## config.mk

```make
export PLATFORM = sky130hd
export DESIGN_NAME = seq_counter_ctrl_flat
export DESIGN_NICKNAME = d
export VERILOG_FILES = /design/src/rtl/seq_counter_ctrl_if.sv /design/src/rtl/seq_counter_ctrl.sv /design/src/flat_wrapper.sv
export SDC_FILE = /design/constraint.sdc
export NUM_CORES = 1
export LEC_CHECK = 0
export ABC_AREA = 0
export CAP_MARGIN = 20
export CORE_MARGIN = 10
export CORE_UTILIZATION = 40
export CTS_BUF_LIST = sky130_fd_sc_hd__clkbuf_16
export CTS_CLUSTER_SIZE = 10
export DETAILED_ROUTE_END_ITERATION = 7
export HOLD_SLACK_MARGIN = 0.15
export PLACE_DENSITY = 0.72
export SETUP_SLACK_MARGIN = 0.5
export SLEW_MARGIN = 10
export SYNTH_ARGS = -nofsm -noshare
export SYNTH_HDL_FRONTEND = slang
export SYNTH_SLANG_ARGS = --single-unit
```

## constraint.sdc

```tcl
create_clock -name clk -period 2.95 [get_ports clk]
set_clock_uncertainty 0.1 [all_clocks]
set_input_delay 0.59 -clock clk [delete_from_list [all_inputs] [get_ports clk]]
set_output_delay 0.59 -clock clk [all_outputs]
set_load 0.005 [all_outputs]
```

## src/rtl/seq_counter_ctrl_if.sv

```systemverilog
// Control/status bundle for the skip-state sequence counter controller.
interface seq_counter_ctrl_if #(
    parameter int WIDTH = 3
) ();
    logic                  start;
    logic                  stop;
    logic                  step;
    logic                  oneshot;
    logic                  cfg_we;
    logic [2**WIDTH-1:0]   cfg_skip;
    logic [WIDTH-1:0]      count;
    logic                  busy;
    logic                  paused;
    logic                  done;
    logic                  tc;
    logic                  cfg_err;

    modport master (
        output start, stop, step, oneshot, cfg_we, cfg_skip,
        input  count, busy, paused, done, tc, cfg_err
    );

    modport slave (
        input  start, stop, step, oneshot, cfg_we, cfg_skip,
        output count, busy, paused, done, tc, cfg_err
    );
endinterface

```

## src/rtl/seq_counter_ctrl.sv

```systemverilog
// Skip-state binary sequence counter with start/stop/step sequencing
// and a runtime-programmable skip mask (bit i = 1 skips state i).
module seq_counter_ctrl #(
    parameter int                  WIDTH        = 3,
    parameter logic [2**WIDTH-1:0] DEFAULT_SKIP = 8'b1000_1000
) (
    input  logic          clk,
    input  logic          reset,
    seq_counter_ctrl_if.slave bus
);
    localparam int N = 2**WIDTH;

    localparam logic [1:0] S_IDLE   = 2'd0;
    localparam logic [1:0] S_RUN    = 2'd1;
    localparam logic [1:0] S_PAUSED = 2'd2;
    localparam logic [1:0] S_DONE   = 2'd3;

    logic [1:0]       state_q, state_d;
    logic [WIDTH-1:0] count_q, count_d;
    logic [N-1:0]     mask_q, mask_d;
    logic             tc_q, tc_d;
    logic             err_q, err_d;
    logic             busy_q, paused_q, done_q;

    logic             cfg_ok;
    logic [WIDTH-1:0] first_n, last_n, last_c, next_c;

    function automatic logic [WIDTH-1:0] f_first(input logic [N-1:0] m);
        logic [WIDTH-1:0] r;
        r = '0;
        for (int i = N - 1; i >= 0; i--)
            if (!m[i]) r = i[WIDTH-1:0];
        return r;
    endfunction

    function automatic logic [WIDTH-1:0] f_last(input logic [N-1:0] m);
        logic [WIDTH-1:0] r;
        r = '0;
        for (int i = 0; i < N; i++)
            if (!m[i]) r = i[WIDTH-1:0];
        return r;
    endfunction

    // Scan offsets high to low so the nearest valid successor wins;
    // with a single valid state the search falls back to c itself.
    function automatic logic [WIDTH-1:0] f_next(
        input logic [WIDTH-1:0] c,
        input logic [N-1:0]     m
    );
        logic [WIDTH-1:0] r;
        logic [WIDTH-1:0] idx;
        r = c;
        for (int i = N - 1; i >= 1; i--) begin
            idx = c + i[WIDTH-1:0];
            if (!m[idx]) r = idx;
        end
        return r;
    endfunction

    always_comb begin
        cfg_ok = bus.cfg_we && !(&bus.cfg_skip) &&
                 (state_q == S_IDLE || state_q == S_DONE);
        mask_d  = cfg_ok ? bus.cfg_skip : mask_q;
        first_n = f_first(mask_d);
        last_n  = f_last(mask_d);
        last_c  = f_last(mask_q);
        next_c  = f_next(count_q, mask_q);

        state_d = state_q;
        count_d = cfg_ok ? first_n : count_q;
        tc_d    = 1'b0;
        err_d   = bus.cfg_we && !cfg_ok;

        case (state_q)
            S_IDLE, S_DONE: begin
                if (!bus.stop && bus.start) begin
                    state_d = S_RUN;
                    count_d = first_n;
                    tc_d    = (first_n == last_n);
                end
            end
            S_RUN: begin
                if (bus.stop) begin
                    state_d = S_PAUSED;
                end else if (bus.oneshot && count_q == last_c) begin
                    state_d = S_DONE;
                end else begin
                    count_d = next_c;
                    tc_d    = (next_c == last_c);
                end
            end
            S_PAUSED: begin
                if (bus.stop) begin
                    state_d = S_PAUSED;
                end else if (bus.start) begin
                    state_d = S_RUN;
                end else if (bus.step) begin
                    count_d = next_c;
                    tc_d    = (next_c == last_c);
                end
            end
            default: state_d = S_IDLE;
        endcase
    end

    always_ff @(posedge clk) begin
        if (reset) begin
            state_q  <= S_IDLE;
            count_q  <= '0;
            mask_q   <= DEFAULT_SKIP;
            tc_q     <= 1'b0;
            err_q    <= 1'b0;
            busy_q   <= 1'b0;
            paused_q <= 1'b0;
            done_q   <= 1'b0;
        end else begin
            state_q  <= state_d;
            count_q  <= count_d;
            mask_q   <= mask_d;
            tc_q     <= tc_d;
            err_q    <= err_d;
            busy_q   <= (state_d == S_RUN);
            paused_q <= (state_d == S_PAUSED);
            done_q   <= (state_d == S_DONE);
        end
    end

    assign bus.count   = count_q;
    assign bus.busy    = busy_q;
    assign bus.paused  = paused_q;
    assign bus.done    = done_q;
    assign bus.tc      = tc_q;
    assign bus.cfg_err = err_q;
endmodule

```

## src/flat_wrapper.sv

```systemverilog
// flat-port wrapper written by rule: the top's interface ports become plain ports
module seq_counter_ctrl_flat 
#(
    parameter int                  WIDTH        = 3,
    parameter logic [2**WIDTH-1:0] DEFAULT_SKIP = 8'b1000_1000
)
  (clk, reset, bus_start, bus_stop, bus_step, bus_oneshot, bus_cfg_we, bus_cfg_skip, bus_count, bus_busy, bus_paused, bus_done, bus_tc, bus_cfg_err);
  seq_counter_ctrl_if #(.WIDTH(WIDTH)) bus_i ();
  input  logic clk;
  input  logic reset;
  input wire logic [$bits(bus_i.start)-1:0] bus_start;
  input wire logic [$bits(bus_i.stop)-1:0] bus_stop;
  input wire logic [$bits(bus_i.step)-1:0] bus_step;
  input wire logic [$bits(bus_i.oneshot)-1:0] bus_oneshot;
  input wire logic [$bits(bus_i.cfg_we)-1:0] bus_cfg_we;
  input wire logic [$bits(bus_i.cfg_skip)-1:0] bus_cfg_skip;
  output wire logic [$bits(bus_i.count)-1:0] bus_count;
  output wire logic [$bits(bus_i.busy)-1:0] bus_busy;
  output wire logic [$bits(bus_i.paused)-1:0] bus_paused;
  output wire logic [$bits(bus_i.done)-1:0] bus_done;
  output wire logic [$bits(bus_i.tc)-1:0] bus_tc;
  output wire logic [$bits(bus_i.cfg_err)-1:0] bus_cfg_err;
  assign bus_i.start = bus_start;
  assign bus_i.stop = bus_stop;
  assign bus_i.step = bus_step;
  assign bus_i.oneshot = bus_oneshot;
  assign bus_i.cfg_we = bus_cfg_we;
  assign bus_i.cfg_skip = bus_cfg_skip;
  assign bus_count = bus_i.count;
  assign bus_busy = bus_i.busy;
  assign bus_paused = bus_i.paused;
  assign bus_done = bus_i.done;
  assign bus_tc = bus_i.tc;
  assign bus_cfg_err = bus_i.cfg_err;
  seq_counter_ctrl #(.WIDTH(WIDTH), .DEFAULT_SKIP(DEFAULT_SKIP)) u_core (.clk(clk), .reset(reset), .bus(bus_i));
endmodule
```

======== Word-level counts from Yosys, hierarchy flattened ========
Cells that the tools add are included.
operators by class
  add/subtract/negate cells ............... 7
  order comparisons ....................... 7
  eq/ne operators ......................... 9
  multiplexer cells ....................... 65
  reductions and logical operators ........ 12
operators by type and width
  operator             number
  $mux 3               30
  $lt 3x4->1 const B   7
  $bmux 1 s3           7
  $mux 2               9
  $mux 1               15
  $add 3x3->3 const B  4
  $eq 3x3->1           3
  $pmux 3 s3           1
  $eq 2x2->1 const B   4
  $mux 8               1
  $reduce_and 8->1     1
  $add 3x2->3 const B  2
  $pmux 2 s3           1
  $logic_and 1x1->1    5
  $eq 2x1->1 const B   2
  $add 3x1->3 const B  1
  $logic_not 1->1      3
  $pmux 1 s3           1
  $logic_not 2->1      1
  $reduce_or 2->1      1
  $logic_or 1x1->1     1
storage, ports and cells
  register bits after elaboration ......... 18
  input bits .............................. 15
  logic and storage cells ................. 108

======== Logic depth before layout (Yosys ltp) ========
  word-level depth ........................ 18
  depth in mapped cells ................... 13
  gate-level depth less buffers ........... 10

======== Worst setup path before layout ========
No wires, ideal clock.
  path kind ............................... register to register
  from .................................... register u_core.count_q[0], in the netlist u_core.bus.count[0]
  to ...................................... register u_core.tc_q, in the netlist u_core.bus.tc
  library setup time ...................... 0.116 ns
  arrival time ............................ 2.808 ns
  slack ................................... -0.075 ns
  stages on the path, launching flop included .. 14
  path buffers ............................ 3
  period minus slack after synthesis ...... 3.025 ns
  path through ............................ dfxtp_1 > clkbuf_8 > clkbuf_8 > inv_1 > ha_1 > buf_6 > mux4_2 > nand2b_4 > a21o_1 > a32o_1 > o211ai_2 > o21ai_2 > xor2_1 > a41o_1
on the way
  word-level cells in the longest chain between the ends .. 15
ends and longest elaborated chain
  element                       line                                            text
  from (decl)                   seq_counter_ctrl.sv:19                          logic [WIDTH-1:0] count_q, count_d;
  from (signal assigned)        seq_counter_ctrl.sv:118                         count_q <= count_d;
  $add 3x3->3                   seq_counter_ctrl.sv:54                          idx = c + i[WIDTH-1:0];
  $bmux 1 s3                    seq_counter_ctrl.sv:55                          if (!m[idx]) r = idx;
  $mux 1 (implied by the code)  seq_counter_ctrl.sv:55
  $mux 3 (7 in a row)           seq_counter_ctrl.sv:55
  $eq 3x3->1                    seq_counter_ctrl.sv:89, seq_counter_ctrl.sv:99
  $mux 1                        seq_counter_ctrl.sv:97                          end else if (bus.step) begin
  $mux 1                        seq_counter_ctrl.sv:95                          end else if (bus.start) begin
  $mux 1                        seq_counter_ctrl.sv:93                          if (bus.stop) begin
  $pmux 1 s3 *                  seq_counter_ctrl.sv:74                          case (state_q)
  to (signal assigned)          seq_counter_ctrl.sv:120                         tc_q <= tc_d;
  to (decl)                     seq_counter_ctrl.sv:21                          logic tc_q, tc_d;
Mark *: on every way between the ends. The rest lies on a longest branch, timed or not. The select of a mux whose other input is x is not followed.
A chain may end at the register's enable or synchronous reset.

======== Worst setup path in the final report ========
Same ends and word-level chain as after synthesis.

==> reports/metrics.cfg <==
[clock_tree]
clockBufferDepth = 2
clkSinkCount = 18
cts_tree = done
cts-root-buf = clkbuf_16
cts.clk_slew.worst_paths_ps = 50
cts_buffers = 3
clkLatencyLatePin_ps = 250
h-tree-depth = 1

[floorplan]
die-area_um2 = 8210
start_util_pct = 41.6
std_cell_rows = 25
io-pin-count = 23
die_w_um = 90.6
fp.dieH_um = 90.6
core_area_um2 = 4790

[global_routing]
grt_overflow = 0
grt_max_degree = 18
grt_first_pass_wirelength_mm = 9.25
antenna_found_initial = 0
grt_pass1_vias = 1904
grt_usage_pct = 12.8

[layout]
drive_gt1_share_pct = 25.1
num_antenna_cells = 0
fillerInstances = 449
stdcell_area_um2 = 2520
num-nets-final = 299
syn2layout_area_growth_pct = 26.5
multi_input_area_um2 = 1530
seq_area_um2 = 373
final_util_pct = 52.7

[logic_synthesis]
synth_area_leaders = dfxtp_1, nand2_1, mux4_2
synth_top_area_cell = dfxtp_1
post_synth_num_cell_types = 62
async_reset_ff_share_pct = 0
synth.net_count = 267
postSynthAreaPerCell_um2 = 8.04
synth_seq_cells = 18
synth_edf_count = 0
yosysTopAreaCellShare_pct = 18.1
ys_dominant_reg_cell = dfxtp_1
synthCells = 248
syn_area_um2 = 1990
ys_warn_count = 0
ys_seq_area_share_pct = 18.1

[job]
max_cap_viol_count = 0

[pwr]
power.total_w = 0.000976
vdd_drop_max_mv = 0.303
leakagePower_nw = 0.943
cellPowerDensity_nw_per_um2 = 387

[sta]
slew-limit-headroom_pct = 65.2
setup_violations = 0
fin_crit_sh_pct = 90.2
fin_crit_ps = 2660
finalHoldViolCount = 0
worst_pin_slew_ps = 520
fmax_mhz = 376
rsz0062_at_grt = yes
slew_violations = 0

[placed_design]
portBuffers = 22
place_area_um2 = 2270
hpwl_mm = 3.94
gp_congestion = 0.918

[drt]
ant_nets = 0
drt-vias-per-instance = 5.77
wl_mm = 5.42
wl_per_cell_um = 15.7
first_iter_violations = 130
drc = 0
firstDrtPassIters = 4
vias = 1996

[critical_path]
cp-end-kind = flip-flop
crit_path_start_kind = flip-flop
worst-setup-path-type = flip-flop to flip-flop
cp.required_ps = 2990
critical_path.max_fanout = 7
arrival_ps = 2700

[outcome]
status = completed

[hold_path]
hold_class = flip-flop to flip-flop

worst paths after layout:
kind	cells past startpoint	from	endpoint	slack, ps
min reg2reg	2	u_core.mask_q[2]	u_core.mask_q[2]	440
max	9	u_core.bus.count[0]	u_core.bus.tc	290
min	2	u_core.mask_q[2]	u_core.mask_q[2]	440
max reg2reg	9	u_core.bus.count[0]	u_core.bus.tc	290
kinds of logic (layout without fill, tap and decap cells):
logic type / after synthesis / count (layout) / share of synthesized area, %
xor+xnor: 8 / 8 / 3.52
mux: 19 / 19 / 15.2
fa+ha+maj: 4 / 4 / 2.51
simple gates: 87 / 87 / 21.5
compound gates: 78 / 78 / 27.4
buf+inv: 34 / 65 / 11.9
flops: 18 / 18 / 18.1
cells in the final DEF, fill, tap and decap left out, types with 3 or more instances in the layout:
cell,n
a31oi_1,3
nor2_1,10
buf_4,21
xnor2_1,3
clkdlybuf4s50_1,18
nand3b_1,3
dfxtp_1,10
o21ai_0,13
dlygate4sd2_1,4
o22ai_1,4
nor3_1,4
clkbuf_16,3
mux2i_1,3
nor2b_1,4
xor2_1,4
a21oi_1,21
mux2_2,4
ha_1,3
nand2b_1,3
nand3_1,6
o211ai_1,3
nand4_1,4
nand2_1,36
mux4_2,6
inv_1,15
mux2i_4,3
dfxtp_2,7
power by group:
| part | switching, W | leakage, nW | internal (W) | total [W] |
|---|---|---|---|---|
| registers | 0.0000294 | 0.150 | 0.000258 | 0.000288 |
| clock network | 0.0000877 | 0.0385 | 0.000180 | 0.000268 |
| logic | 0.000215 | 0.754 | 0.000205 | 0.000420 |
Yosys cell counts (5+ instances only):
cell type  count
nand2_1       37
a21oi_1       22
dfxtp_1       18
inv_1         17
o21ai_0       14
nor2_1        10
clkbuf_8       8
mux2i_1        7
mux4_2         6
nand3_1        6
nor3_1         6
nor2b_1        5
routing by layer:
layer  up-vias  GRT usage (%)  wire (um)
met4         0           3.18         55
met2        51           21.0       2690
met3         9           2.41        252
met5         -              0          0
met1       956           16.8       2430
li1        980              -          -
sequential cells by signal (all words and copies together), names as in the netlist:
signal	flops
u_core.bus.busy	1
u_core.mask_q	8
u_core.bus.count	3
u_core.bus.tc	1
u_core.bus.done	1
u_core.state_q	2
u_core.bus.cfg_err	1
u_core.bus.paused	1
stage by stage:
stage	std cells	TNS [ps]	hold slack, ps	worst slack (ps)
floorplan	248	0	395	85.6
global placement	336	0	459	58.6
detailed placement	336	-19.9	493	-19.9
CTS	345	0	501	314
global route	346	0	468	167
finish	346	0	439	290
layout make-up:
class                   count  area share [%]
inverters                  17            2.73
clock inverters             1           0.149
well taps                  67            3.33
clock buffers               3            2.98
multi-input cells         196            60.8
flip-flops and latches     18            14.8
repair buffers             44            15.2
timing repair:
action                                  4_1_cts  5_1_grt
pin swaps                                     3        3
gates cloned                                  0        0
endpoints found under the setup margin        6        8
hold buffers                                  0        0
setup buffers                                 5        1
gates resized for setup                      14       22
hold endpoints to repair                      0        0
worst max-delay path: stages (launching register included):
cell       delay (ps)
dfxtp_4           360
inv_6              40
ha_4              290
mux4_2            610
or3_1             370
o2111ai_1         110
o211ai_1          160
nor4_2            180
a41oi_1            90
a41o_1            240
No activity file was read; power rests on OpenSTA's default activity.
